--- src/rtl/irq_pkg.sv ---
// Shared definitions for the Hazard2 priority interrupt controller:
// register word offsets, FSM state encoding and the interrupt-ID width.
package irq_pkg;

   localparam int unsigned ID_W = 5;

   localparam logic [2:0] OFF_PENDING  = 3'd0;
   localparam logic [2:0] OFF_ENABLE   = 3'd1;
   localparam logic [2:0] OFF_EDGE     = 3'd2;
   localparam logic [2:0] OFF_CLAIM    = 3'd3;
   localparam logic [2:0] OFF_COMPLETE = 3'd4;
   localparam logic [2:0] OFF_STATUS   = 3'd5;

   typedef enum logic [1:0] {
      IDLE   = 2'd0,
      ASSERT = 2'd1,
      INSVC  = 2'd2
   } irq_state_e;

endpackage

--- src/rtl/irq_sync_edge.sv ---
// One interrupt source: multi-flop synchronizer into the HCLK domain plus a
// previous-value flop, giving the synchronized level and a one-cycle rise pulse.
module irq_sync_edge #(
   parameter int unsigned STAGES = 2
) (
   input  logic i_clk,
   input  logic i_rst,
   input  logic i_async,
   output logic o_level,
   output logic o_rise
);

   logic [STAGES-1:0] r_chain;
   logic              r_prev;

   // r_prev resets low so a source already high at reset release yields one rise
   always_ff @(posedge i_clk or posedge i_rst) begin
      if (i_rst) begin
         r_chain <= '0;
         r_prev  <= 1'b0;
      end else begin
         r_chain <= {r_chain[STAGES-2:0], i_async};
         r_prev  <= r_chain[STAGES-1];
      end
   end

   assign o_level = r_chain[STAGES-1];
   assign o_rise  = o_level & ~r_prev;

endmodule

--- src/rtl/irq_arbiter.sv ---
// Fixed-priority interrupt controller: pending/enable/edge registers, lowest-index
// arbitration, claim/complete FSM driving a single registered CPU interrupt line.
module irq_arbiter
   import irq_pkg::*;
#(
   parameter int unsigned NUM_SRC     = 8,
   parameter int unsigned SYNC_STAGES = 2
) (
   input  logic               HCLK,
   input  logic               HRESET,
   input  logic [NUM_SRC-1:0] irq_src,
   input  logic               reg_sel,
   input  logic               reg_we,
   input  logic [2:0]         reg_addr,
   input  logic [31:0]        reg_wdata,
   output logic [31:0]        reg_rdata,
   output logic               irq_out
);

   logic [NUM_SRC-1:0] w_level, w_rise, w_pe, w_win_oh, w_w1c, w_clr, w_pend_nxt;
   logic [NUM_SRC-1:0] r_pending, r_enable, r_edge;
   logic [ID_W-1:0]    w_win_id, r_insvc_id;
   logic [31:0]        r_rdata;
   logic               r_irq;
   logic               w_rd, w_wr, w_claim, w_complete;
   irq_state_e         r_state;

   for (genvar g = 0; g < NUM_SRC; g++) begin : g_sync
      irq_sync_edge #(.STAGES(SYNC_STAGES)) u_sync (
         .i_clk   (HCLK),
         .i_rst   (HRESET),
         .i_async (irq_src[g]),
         .o_level (w_level[g]),
         .o_rise  (w_rise[g])
      );
   end

   assign w_pe = r_pending & r_enable;

   // Scan from the top so the lowest pending index is the last assignment
   always_comb begin
      w_win_id = '0;
      w_win_oh = '0;
      for (int unsigned i = NUM_SRC; i > 0; i--) begin
         if (w_pe[i-1]) begin
            w_win_id      = ID_W'(i);
            w_win_oh      = '0;
            w_win_oh[i-1] = 1'b1;
         end
      end
   end

   assign w_rd       = reg_sel & ~reg_we;
   assign w_wr       = reg_sel & reg_we;
   assign w_claim    = w_rd && (reg_addr == OFF_CLAIM) && (r_state == ASSERT) && (w_win_id != '0);
   assign w_complete = w_wr && (reg_addr == OFF_COMPLETE) && (r_state == INSVC) &&
                       (reg_wdata == 32'(r_insvc_id));
   assign w_w1c      = (w_wr && (reg_addr == OFF_PENDING)) ? reg_wdata[NUM_SRC-1:0] : '0;
   assign w_clr      = w_w1c | (w_claim ? w_win_oh : '0);

   // Edge bits: a new rise beats any clear in the same cycle; level bits track the input
   assign w_pend_nxt = (r_edge & (w_rise | (r_pending & ~w_clr))) | (~r_edge & w_level);

   always_ff @(posedge HCLK or posedge HRESET) begin
      if (HRESET) begin
         r_pending <= '0;
         r_enable  <= '0;
         r_edge    <= '0;
      end else begin
         r_pending <= w_pend_nxt;
         if (w_wr && (reg_addr == OFF_ENABLE)) r_enable <= reg_wdata[NUM_SRC-1:0];
         if (w_wr && (reg_addr == OFF_EDGE))   r_edge   <= reg_wdata[NUM_SRC-1:0];
      end
   end

   always_ff @(posedge HCLK or posedge HRESET) begin
      if (HRESET) begin
         r_state    <= IDLE;
         r_irq      <= 1'b0;
         r_insvc_id <= '0;
         r_rdata    <= '0;
      end else begin
         if (w_rd) begin
            case (reg_addr)
               OFF_PENDING: r_rdata <= 32'(r_pending);
               OFF_ENABLE:  r_rdata <= 32'(r_enable);
               OFF_EDGE:    r_rdata <= 32'(r_edge);
               OFF_CLAIM:   r_rdata <= w_claim ? 32'(w_win_id) : '0;
               OFF_STATUS:  r_rdata <= {19'b0, r_insvc_id, 6'b0, r_state};
               default:     r_rdata <= '0;
            endcase
         end
         case (r_state)
            IDLE: begin
               if (w_pe != '0) begin
                  r_state <= ASSERT;
                  r_irq   <= 1'b1;
               end
            end
            ASSERT: begin
               if (w_claim) begin
                  r_state    <= INSVC;
                  r_irq      <= 1'b0;
                  r_insvc_id <= w_win_id;
               end else if (w_pe == '0) begin
                  r_state <= IDLE;
                  r_irq   <= 1'b0;
               end
            end
            INSVC: begin
               if (w_complete) begin
                  r_state    <= IDLE;
                  r_insvc_id <= '0;
               end
            end
            default: begin
               r_state <= IDLE;
               r_irq   <= 1'b0;
            end
         endcase
      end
   end

   assign reg_rdata = r_rdata;
   assign irq_out   = r_irq;

endmodule

--- config.mk ---
export PLATFORM = sky130hd
export DESIGN_NAME = irq_arbiter
export DESIGN_NICKNAME = d
export VERILOG_FILES = /design/src/rtl/irq_pkg.sv /design/src/rtl/irq_sync_edge.sv /design/src/rtl/irq_arbiter.sv
export SDC_FILE = /design/constraint.sdc
export NUM_CORES = 1
export LEC_CHECK = 0
export ABC_AREA = 1
export BUFFER_PORTS_ARGS = -buffer_cell sky130_fd_sc_hd__buf_2
export CAP_MARGIN = 40
export CORE_UTILIZATION = 53
export DETAILED_ROUTE_END_ITERATION = 8
export PLACE_DENSITY = 0.8
export SETUP_SLACK_MARGIN = 0.2
export SLEW_MARGIN = 20
export SYNTH_ARGS = -nofsm -noshare
export SYNTH_HDL_FRONTEND = slang
export SYNTH_SLANG_ARGS = --single-unit
--- constraint.sdc ---
create_clock -name HCLK -period 2.65 [get_ports HCLK]
set_input_delay 0.265 -clock HCLK [delete_from_list [all_inputs] [get_ports HCLK]]
set_output_delay 0.265 -clock HCLK [all_outputs]
set_load 0.01 [all_outputs]
==> out/qor.yml, run 1 <==
routing:
  drt_iter0_drc: 175
  drc: 0
  dr.pass1.iters: 4
  wire_per_inst_um: 12.9
  avgViaCountPerCell: 4.93
  totalWireLength_um: 6840
  postRouteAntennaNets: 0
  vias: 2615
outcome:
  status: "complete, but fails checks"
  violations: "hold timing"
placed_design:
  hpwl_um: 5040
  place.gp.congestion: 0.922
  numPortBuffers: 59
synthesis:
  synth_area_per_cell_um2: 8.06
  synth_area_um2: 3120
  synthMuxAreaShare_pct: 0
  synth-compound-area-share_pct: 6.34
  synth_top_family_by_area: "simple AND/OR/NAND/NOR gates"
  synth_area_leaders: "dfrtp_1 54%, nand2_1 18%, buf_4 4.8%"
  yosysTopAreaCellShare_pct: 53.8
  synthAdderAreaFrac_pct: 0
  ys_ff_latch: 67
  async_reset_ff_share_pct: 100
  ys.flop_type: "dfrtp_1"
  ys_seq_area_share_pct: 53.8
  synth_top_area_cell: "dfrtp_1"
  synth_xor_area_share_pct: 0
  yosys.cell_types.count: 26
  yosysWarnings: 0
  synth_cells: 387
  synth-simple-area-share_pct: 29.9
  synth_edf_count: 0
floorplanning:
  rows: 27
  dieArea_um2: 6190
  start_util_pct: 55.9
  die_w_um: 78.7
  core_um2: 5570
  die_h_um: 78.7
  pin_count: 80
cts:
  cts_tree: "yes"
  cts-buffers-inserted: 9
  cts.sinks: 67
  htreeDepth: 3
  ctsHoldBuffers: 0
  clkTransAtPathRegs_ps: 80
  cts_max_path_buffers: 2
  cts_resized: 0
  clockRootBuffer: "clkbuf_8"
  clk_latency_ps: 350
  postCtsSetupBuffers: 0
sta:
  fmaxAchievable_ghz: 0.656
  hold_violations: 27
  timing.hold.ws_ps: -17.4
  tns_ps: 0
  slew_viol_final: 0
  period_share_pct: 57.5
  fin_crit_ps: 1520
  setup_viol: 0
  rsz0062_at_grt: "no"
  relSlewSlack_pct: 52.6
  worst_pin_slew_ps: 706
  worst_clock_skew_ps: 8.58
critical_path:
  worst_setup_path_start_kind: "flop"
  ff2ff_setup_slack_ps: 1130
  reg2regPathDepth: 9
  cp-end-kind: "flop"
  arrival_ps: 1810
  worstSetupStartpoint: "r_enable[2]$_DFFE_PP0P_"
  worstPathRequired_ps: 2940
  crit_end: "r_insvc_id[1]$_DFFE_PP0P_"
  reg2reg_to: "r_insvc_id[1]$_DFFE_PP0P_"
  r2r_start: "r_enable[2]$_DFFE_PP0P_"
  crit_type: "flop to flop"
  cp_max_fo: 7
grt:
  grt_first_pass_wirelength_um: 11500
  gr-usage-all-layers_pct: 25.1
  overflow: 0
  grt_max_degree: 41
  busiest_layer: "met2"
  antenna_found_initial: 0
  met3_usage_pct: 4.83
  grt_pass1_vias: 2495
  gr-usage-met1_pct: 32.2
  grt.met2_usage_pct: 39.3
pwr:
  p_leak_nw: 1.99
  ir_drop_uv: 502
  totalPowerFinal_w: 0.00260
  power.density_nw_per_um2: 718
cells_and_area:
  final_common_cell: "nand2_1"
  nets: 500
  drive_gt1_share_pct: 18.6
  n_antenna_cell: 0
  area_delta_synth_final_pct: 16.1
  mostFrequentLayoutCells: "153 x nand2_1, 67 x dfrtp_1, 59 x buf_2, 36 x nor2_1, 33 x inv_1"
  utilization_pct: 64.9
flow_run:
  maxCapViolations: 0
hold_path:
  min_path_type: "primary input to asynchronous set/reset pin"
## synth_stat cells, types with 2 or more instances
cell type and number:
nor2_1 36, nand2_2 3, nand2_1 153, o21ai_0 20
buf_2 2, o211ai_1 5, buf_4 20, nor3_1 2
nand3_1 20, dfrtp_1 67, inv_1 34, a21oi_1 3
nand4_1 5, o21ai_1 4, o2111ai_1 2
## sequential cells by signal (all words and copies together), names as in the netlist
| name | flops |
|---|---|
| g_sync.u_sync.r_chain | 16 |
| reg_rdata | 12 |
| g_sync.u_sync.r_prev | 8 |
| r_edge | 8 |
| r_enable | 8 |
| r_pending | 8 |
| r_insvc_id | 4 |
| r_state | 2 |
| irq_out | 1 |
## where the power goes
part | internal [W] | total [W] | switching, W
Clock | 0.000458 | 0.000862 | 0.000405
Sequential | 0.00115 | 0.00125 | 0.000102
Combinational | 0.000175 | 0.000485 | 0.000310
## layer usage
| metal | up-vias | routed length [µm] |
|---|---|---|
| li1 | 1314 | - |
| met2 | 99 | 3150 |
| met3 | 21 | 434 |
| met5 | - | 0 |
| met1 | 1181 | 3010 |
| met4 | 0 | 243 |
## stage by stage
stage	instances	instance area, µm²	setup slack (ps)
floorplan	406	3190	702
global placement	514	3420	946
detailed placement	514	3420	910
CTS	530	3620	1110
global route	530	3620	951
finish	530	3620	1130
## kinds of logic (layout without fill, tap and decap cells)
family	count (synthesis)	count (layout)
and+or+nand+nor	225	225
buffers and inverters	59	111
other	1	20
DFF	67	67
AOI/OAI and AO/OA	35	35
## worst max-delay path, stage by stage (launching register included)
cell and delay, ps:
dfrtp_1 400, nand2_1 160, nand3_2 110, nor2_1 190, nand2_1 180, nand2_4 150
nand2_2 70, nand2_2 100, nand2_1 50, nand2_1 60
## how the worst min path moves through the flow
stage,from,endpoint,slack [ps]
finish,HRESET,g_sync[1].u_sync.r_prev$_DFF_PP0_,-20
global route,irq_src[0],g_sync[0].u_sync.r_chain[0]$_DFF_PP0_,8
CTS,HRESET,g_sync[1].u_sync.r_prev$_DFF_PP0_,3
detailed placement,g_sync[0].u_sync.r_chain[0]$_DFF_PP0_,g_sync[0].u_sync.r_chain[1]$_DFF_PP0_,330
global placement,g_sync[1].u_sync.r_chain[0]$_DFF_PP0_,g_sync[1].u_sync.r_chain[1]$_DFF_PP0_,330
floorplan,irq_src[0],g_sync[0].u_sync.r_chain[0]$_DFF_PP0_,300
## cell type report
| cell class | instances | area (µm²) |
|---|---|---|
| clock buffers | 10 | 138 |
| clock inverters | 6 | 65.1 |
| fillers | 493 | 1950 |
| inverters | 35 | 131 |
| multi-input cells | 280 | 1200 |
| flip-flops and latches | 67 | 1680 |
| well taps | 72 | 90.1 |
| repair buffers | 60 | 315 |
Power figures use the tool's default switching activity.
==> run 2, diff against run 1 <==
--- a/config.mk
+++ b/config.mk
@@ -8,9 +8,9 @@
 export ABC_AREA = 1
 export BUFFER_PORTS_ARGS = -buffer_cell sky130_fd_sc_hd__buf_2
 export CAP_MARGIN = 40
-export CORE_UTILIZATION = 53
+export CORE_UTILIZATION = 48
 export DETAILED_ROUTE_END_ITERATION = 8
-export PLACE_DENSITY = 0.8
+export PLACE_DENSITY = 0.76
 export SETUP_SLACK_MARGIN = 0.2
 export SLEW_MARGIN = 20
 export SYNTH_ARGS = -nofsm -noshare
==> constraint.sdc (replaced) <==
create_clock -name HCLK -period 1.4 [get_ports HCLK]
set_input_delay 0.14 -clock HCLK [delete_from_list [all_inputs] [get_ports HCLK]]
set_output_delay 0.14 -clock HCLK [all_outputs]
set_load 0.01 [all_outputs]
==> run 2 against run 1 <==
Against the previous run: the run ends with setup timing left; combinational power increased to 3.1 times the previous value; power increased by 120%; via count increased by 16%; worst hold slack improved by 120 ps; maximum frequency increased by 1.9%; critical path depth decreased by 1; setup slack got worse by 1200 ps; clock power increased by 100%; largest power group unchanged.
==> out/qor.yml, run 2 (same netlist as run 1, synthesis figures left out) <==
outcome:
  violations: "setup timing"
  status: "complete, but fails checks"
sta:
  worst_pin_slew_ps: 520  # -186 ps
  rsz0062_at_grt: "yes"
  slew_viol_final: 0  # unchanged
  worst_clock_skew_ps: 8.69  # +0.108 ps
  relSlewSlack_pct: 65.2  # +13 points
  setup_viol: 11  # +11
  fmaxAchievable_ghz: 0.668  # +1.9%
  hold_violations: 0  # -100%
  worst_slack_ps: -96.0  # -1220 ps
  fin_crit_ps: 1500  # -28.7 ps
  period_share_pct: 107  # +49 points
cells_and_area:
  fin_cells: 581  # +9.6%
  fin_area_um2: 4220  # +17%
  fill_cells: 453  # -8.1%
  mostFrequentLayoutCells: "136 x nand2_1, 67 x dfrtp_1, 59 x buf_2, 34 x buf_4, 31 x nor2_1"
  n_antenna_cell: 0  # unchanged
  final_common_cell: "nand2_1"
  nets: 548  # +9.6%
  largest_reg_flops: 16  # unchanged
  drive_gt1_share_pct: 32.0  # +13 points
  area_delta_synth_final_pct: 35.4
  regMostFlops: "g_sync.u_sync.r_chain"
placed_design:
  placed_cells_incl_taps: 524  # +1.9%
  pre_cts_ws_ps: 27.6  # -882 ps
  numPortBuffers: 59  # unchanged
  place.gp.congestion: 1.03  # +11%
  hpwl_um: 4980  # -1.4%
  placed_cell_area_um2: 3490  # +2.1%
floorplanning:
  core_um2: 6100  # +9.4%
  die_w_um: 82.6  # +4.9%
  die_h_um: 82.6  # +4.9%
  rows: 28  # +3.7%
  start_util_pct: 51.1  # -4.8 points
  dieArea_um2: 6820  # +10%
  pin_count: 80  # unchanged
critical_path:
  worstPathRequired_ps: 1690  # -1250 ps
  reg2regPathDepth: 8  # -1
  cp_max_fo: 3  # -4
  ff2ff_setup_slack_ps: -100  # -1220 ps
  r2r_start: "r_pending[6]$_DFF_PP0_"
  reg2reg_to: "reg_rdata[3]$_DFFE_PP0P_"
  worst_setup_path_start_kind: "flop"
  worstSetupStartpoint: "r_pending[6]$_DFF_PP0_"
  arrival_ps: 1780  # -30 ps
  crit_type: "flop to flop"
  cp-end-kind: "flop"
routing:
  postRouteAntennaNets: 0  # unchanged
  totalWireLength_um: 8230  # +20%
  vias: 3021  # +16%
  avgViaCountPerCell: 5.20  # +5.4%
  dr.pass1.iters: 7  # +3
  wire_per_inst_um: 14.2  # +9.9%
  drt_iter0_drc: 309  # +77%
  drc: 0  # unchanged
hold_path:
  holdPathStages: 3
  min_path_type: "primary input to flop"
  hp-start: "reg_wdata[5]"
  min_to: "r_edge[5]$_DFFE_PP0P_"
cts:
  clk_latency_ps: 350  # about the same
  cts_max_path_buffers: 2  # unchanged
  cts.sinks: 67  # unchanged
  clockRootBuffer: "clkbuf_8"
  htreeDepth: 3  # unchanged
  cts_tree: "yes"
  cts-buffers-inserted: 9  # unchanged
  clkTransAtPathRegs_ps: 70  # about the same
grt:
  grt_max_degree: 68  # +66%
  antenna_found_initial: 0  # unchanged
  grt_pass1_vias: 2773  # +11%
  overflow: 0  # unchanged
  gr-usage-all-layers_pct: 24.8  # -0.29 points
  grt_first_pass_wirelength_um: 12200  # +6.1%
pwr:
  ir_drop_uv: 759  # +51%
  power.density_nw_per_um2: 1340  # +87%
  p_leak_nw: 2.25  # +13%
flow_run:
  maxCapViolations: 0  # unchanged
-- run 2: stage by stage --
stage          total power [W]  hold slack, ps  setup TNS, ps  utilization [%]
6_report               0.00567             105           -293             69.3
5_1_grt                0.00594             106          -1360             69.3
4_1_cts                0.00541            87.0              0             66.3
3_5_place_dp           0.00336             249              0             57.2
3_3_place_gp           0.00332             247              0             57.2
2_1_floorplan          0.00308             171              0                -
-- run 2: repair_timing --
action                     CTS  global route
setup endpoints to repair   19            19
pin swaps                   20            21
setup buffers               19            13
gates cloned                 0             0
hold buffers                 9             0
gates resized for setup     27            24
hold endpoints to repair    75             0
-- run 2: worst max path at each step --
stage	slack, ps	end	cells past startpoint
2_1_floorplan	190	irq_out$_DFFE_PP0P_	8
3_3_place_gp	40	r_insvc_id[3]$_DFFE_PP0P_	9
3_5_place_dp	30	r_insvc_id[2]$_DFFE_PP0P_	9
4_1_cts	50	r_insvc_id[2]$_DFFE_PP0P_	9
5_1_grt	-200	reg_rdata[3]$_DFFE_PP0P_	8
6_report	-100	reg_rdata[3]$_DFFE_PP0P_	8
-- run 2: routing by layer --
| metal | GRT usage, % | wire length (µm) | up-vias |
|---|---|---|---|
| met5 | 0 | 0 | - |
| met4 | 13.4 | 468 | 0 |
| met3 | 4.62 | 658 | 51 |
| met2 | 42.5 | 3870 | 179 |
| met1 | 29.4 | 3240 | 1385 |
| li1 | - | - | 1406 |
-- run 2: layout make-up --
class | instances | area [µm²] | share of cell area (%)
clock buffers | 10 | 128 | 3.02
clock inverters | 6 | 90.1 | 2.13
inverters | 35 | 141 | 3.35
multi-input cells | 280 | 1380 | 32.6
flip-flops and latches | 67 | 1680 | 39.7
well taps | 75 | 93.8 | 2.22
repair buffers | 108 | 717 | 17.0
-- run 2: worst max-delay path, cell delays in order (launching register included) --
cell and delay, ps:
dfrtp_1 400, nand2_2 110, buf_6 100, nand4_1 210, nor2_2 240, nand3_4 120
nand4_1 90, nand2_1 80, nand2_1 80
-- run 2: report_power, final --
group | leakage, nW | internal [W] | switching (W)
Clock | 0.106 | 0.00101 | 0.000758
Sequential | 0.832 | 0.00218 | 0.000220
Combinational | 1.31 | 0.000658 | 0.000846
==> run 3, diff against run 2 <==
--- a/config.mk
+++ b/config.mk
@@ -8,11 +8,11 @@
 export ABC_AREA = 1
 export BUFFER_PORTS_ARGS = -buffer_cell sky130_fd_sc_hd__buf_2
 export CAP_MARGIN = 40
-export CORE_UTILIZATION = 48
+export CORE_UTILIZATION = 57
 export DETAILED_ROUTE_END_ITERATION = 8
-export PLACE_DENSITY = 0.76
+export PLACE_DENSITY = 0.85
 export SETUP_SLACK_MARGIN = 0.2
-export SLEW_MARGIN = 20
+export SLEW_MARGIN = 15
 export SYNTH_ARGS = -nofsm -noshare
 export SYNTH_HDL_FRONTEND = slang
 export SYNTH_SLANG_ARGS = --single-unit
==> constraint.sdc (replaced) <==
create_clock -name HCLK -period 1.82 [get_ports HCLK]
set_input_delay 0.182 -clock HCLK [delete_from_list [all_inputs] [get_ports HCLK]]
set_output_delay 0.182 -clock HCLK [all_outputs]
set_load 0.01 [all_outputs]
==> run 3 against run 2 <==
Against the previous run: the flow now finishes without violations; combinational power is 50% lower; routed wire length is 14% lower; clock power is 20% lower; critical endpoint is now r_pending[2]$_DFF_PP0_; highest routed layer unchanged.
==> out/qor.yml, run 3 (same netlist as run 1, synthesis figures left out) <==
routing:
  wire_per_inst_um: 13.0  # -8.0%
  avgViaCountPerCell: 5.02  # -3.5%
  dr.pass1.iters: 5  # -2
  totalWireLength_um: 7040  # -14%
  drc: 0  # unchanged
  vias: 2710  # -10%
  drt_iter0_drc: 234  # -24%
  postRouteAntennaNets: 0  # unchanged
grt:
  grt_first_pass_wirelength_um: 11600  # -4.9%
  grt_pass1_vias: 2640  # -4.8%
  grt_max_degree: 68  # unchanged
  overflow: 0  # unchanged
  antenna_found_initial: 0  # unchanged
  gr-usage-all-layers_pct: 26.1  # +1.3 points
floorplanning:
  die_h_um: 76.0  # -8.0%
  rows: 26  # -7.1%
  pin_count: 80  # unchanged
  core_um2: 5170  # -15%
  start_util_pct: 60.3  # +9.1 points
  dieArea_um2: 5770  # -15%
  die_w_um: 76.0  # -8.0%
cells_and_area:
  n_antenna_cell: 0  # unchanged
  area_delta_synth_final_pct: 20.6
  fin_cells: 540  # -7.1%
  drive_gt1_share_pct: 18.7  # -13 points
  mostFrequentLayoutCells: "152 x nand2_1, 67 x dfrtp_1, 59 x buf_2, 36 x nor2_1, 33 x inv_1"
  largest_reg_flops: 16  # unchanged
  regMostFlops: "g_sync.u_sync.r_chain"
  nets: 512  # -6.6%
  final_common_cell: "nand2_1"
placed_design:
  placed_cells_incl_taps: 515  # -1.7%
  place.gp.congestion: 0.957  # -6.7%
  hpwl_um: 5030  # +1.0%
  numPortBuffers: 59  # unchanged
cts:
  clkTransAtPathRegs_ps: 70  # about the same
  clk_latency_ps: 350  # about the same
  cts.sinks: 67  # unchanged
  htreeDepth: 3  # unchanged
  cts_max_path_buffers: 2  # unchanged
  clockRootBuffer: "clkbuf_8"
  cts_tree: "yes"
  cts-buffers-inserted: 9  # unchanged
sta:
  fin_crit_ps: 1520  # +19.3 ps
  worst_pin_slew_ps: 503  # -17.4 ps
  period_share_pct: 83.3  # -24 points
  tns_ps: 0  # +293 ps
  fmaxAchievable_ghz: 0.660  # -1.3%
  hold_violations: 0  # unchanged
  rsz0062_at_grt: "no"
  slew_viol_final: 0  # unchanged
  relSlewSlack_pct: 66.4  # +1.2 points
  worst_clock_skew_ps: 9.79  # +1.10 ps
  setup_viol: 0  # -11
pwr:
  p_leak_nw: 2.06  # -8.5%
  power.density_nw_per_um2: 1060  # -21%
  ir_drop_uv: 782  # +3.0%
critical_path:
  worst_setup_path_start_kind: "flop"
  path_depth: 6  # -2
  cp_max_fo: 7  # +4
  crit_family: "simple AND/OR/NAND/NOR gates"
  cp-end-kind: "flop"
  crit_chain: "inv_1, nand2_1, nor3_4, nand2_4, o21ai_0, nand2_1"
  crit_type: "flop to flop"
  crit_path_frequent_cell: "nand2_1"
  worstPathRequired_ps: 2040  # +350 ps
  arrival_ps: 1730  # -50 ps
  crit_buf_inv: 1  # unchanged
  reg2regPathDepth: 6  # -2
  max_stage_delay_ps: 390  # about the same
  r2r_start: "r_state[1]$_DFFE_PP0P_"
  slowest_stage: "dfrtp_1"
  worstSetupStartpoint: "r_state[1]$_DFFE_PP0P_"
flow_run:
  maxCapViolations: 0  # unchanged
outcome:
  status: "completed"
hold_path:
  min_path_type: "primary input to flop"
  hp-start: "reg_wdata[6]"
  holdPathStages: 3  # unchanged
==> run 3: changes by cell type in the layout (fill, tap and decap cells not counted), moves of 3 or more <==
cell     before  now
buf_4        34    3
nor2_4        3    0
nand3_4       3    0
nor2_1       31   36
nand2_2      17    4
inv_1        26   33
nand2_4       4    1
inv_2         6    1
nand2_1     136  152
nand3_1      15   20
buf_6         5    0
==> run 3: cell type report <==
class / count / area, µm²
Sequential cell: 67 / 1680
Fill cell: 404 / 1410
Multi-Input combinational cell: 280 / 1210
Timing Repair Buffer: 72 / 428
Clock buffer: 12 / 155
Inverter: 35 / 135
Tap cell: 70 / 87.6
Clock inverter: 4 / 72.6
==> run 3: routing by layer <==
metal | part of all wire, % | track usage (%) | wire length [µm] | up-vias
met2 | 49 | 43.5 | 3480 | 125
met1 | 41 | 32.5 | 2880 | 1230
met3 | 7.1 | 4.94 | 497 | 21
met5 | 0 | 0 | 0 | -
met4 | 2.7 | 13.5 | 187 | 0
li1 | - | - | - | 1334
==> run 3: path summary, 6_finish.rpt <==
check / end / slack (ps)
min in group asynchronous: g_sync[1].u_sync.r_prev$_DFF_PP0_ / 480
max in group asynchronous: reg_rdata[5]$_DFFE_PP0P_ / 1060
min: r_enable[6]$_DFFE_PP0P_ / 150
max: r_pending[2]$_DFF_PP0_ / 300
max reg2reg: r_pending[2]$_DFF_PP0_ / 300
min reg2reg: g_sync[1].u_sync.r_chain[1]$_DFF_PP0_ / 350
==> run 3: repair_timing <==
action,in CTS,in global routing
setup buffers,0,0
hold buffers,9,0
setup endpoints to repair,0,3
hold endpoints to repair,75,0
gates resized for setup,0,1
==> run 3: through the flow <==
stage          instance area (µm²)  hold slack, ps  power, W  utilization, %  setup slack (ps)
6_report                      3760             146   0.00397            72.7               305
5_1_grt                       3760             196   0.00417            72.7               203
4_1_cts                       3760             144   0.00397            72.7               279
3_5_place_dp                  3440             291   0.00257            66.5               326
3_3_place_gp                  3440             290   0.00254            66.5               384
2_1_floorplan                 3190             213   0.00235               -               524
==> run 3: worst min-delay path, cell delays in order <==
cell	delay (ps)
buf_2	100
inv_1	70
o21ai_0	80
==> run 3: power by group <==
part           internal [W]  switching [W]
Combinational      0.000274       0.000480
Clock              0.000844       0.000553
Sequential          0.00168       0.000146
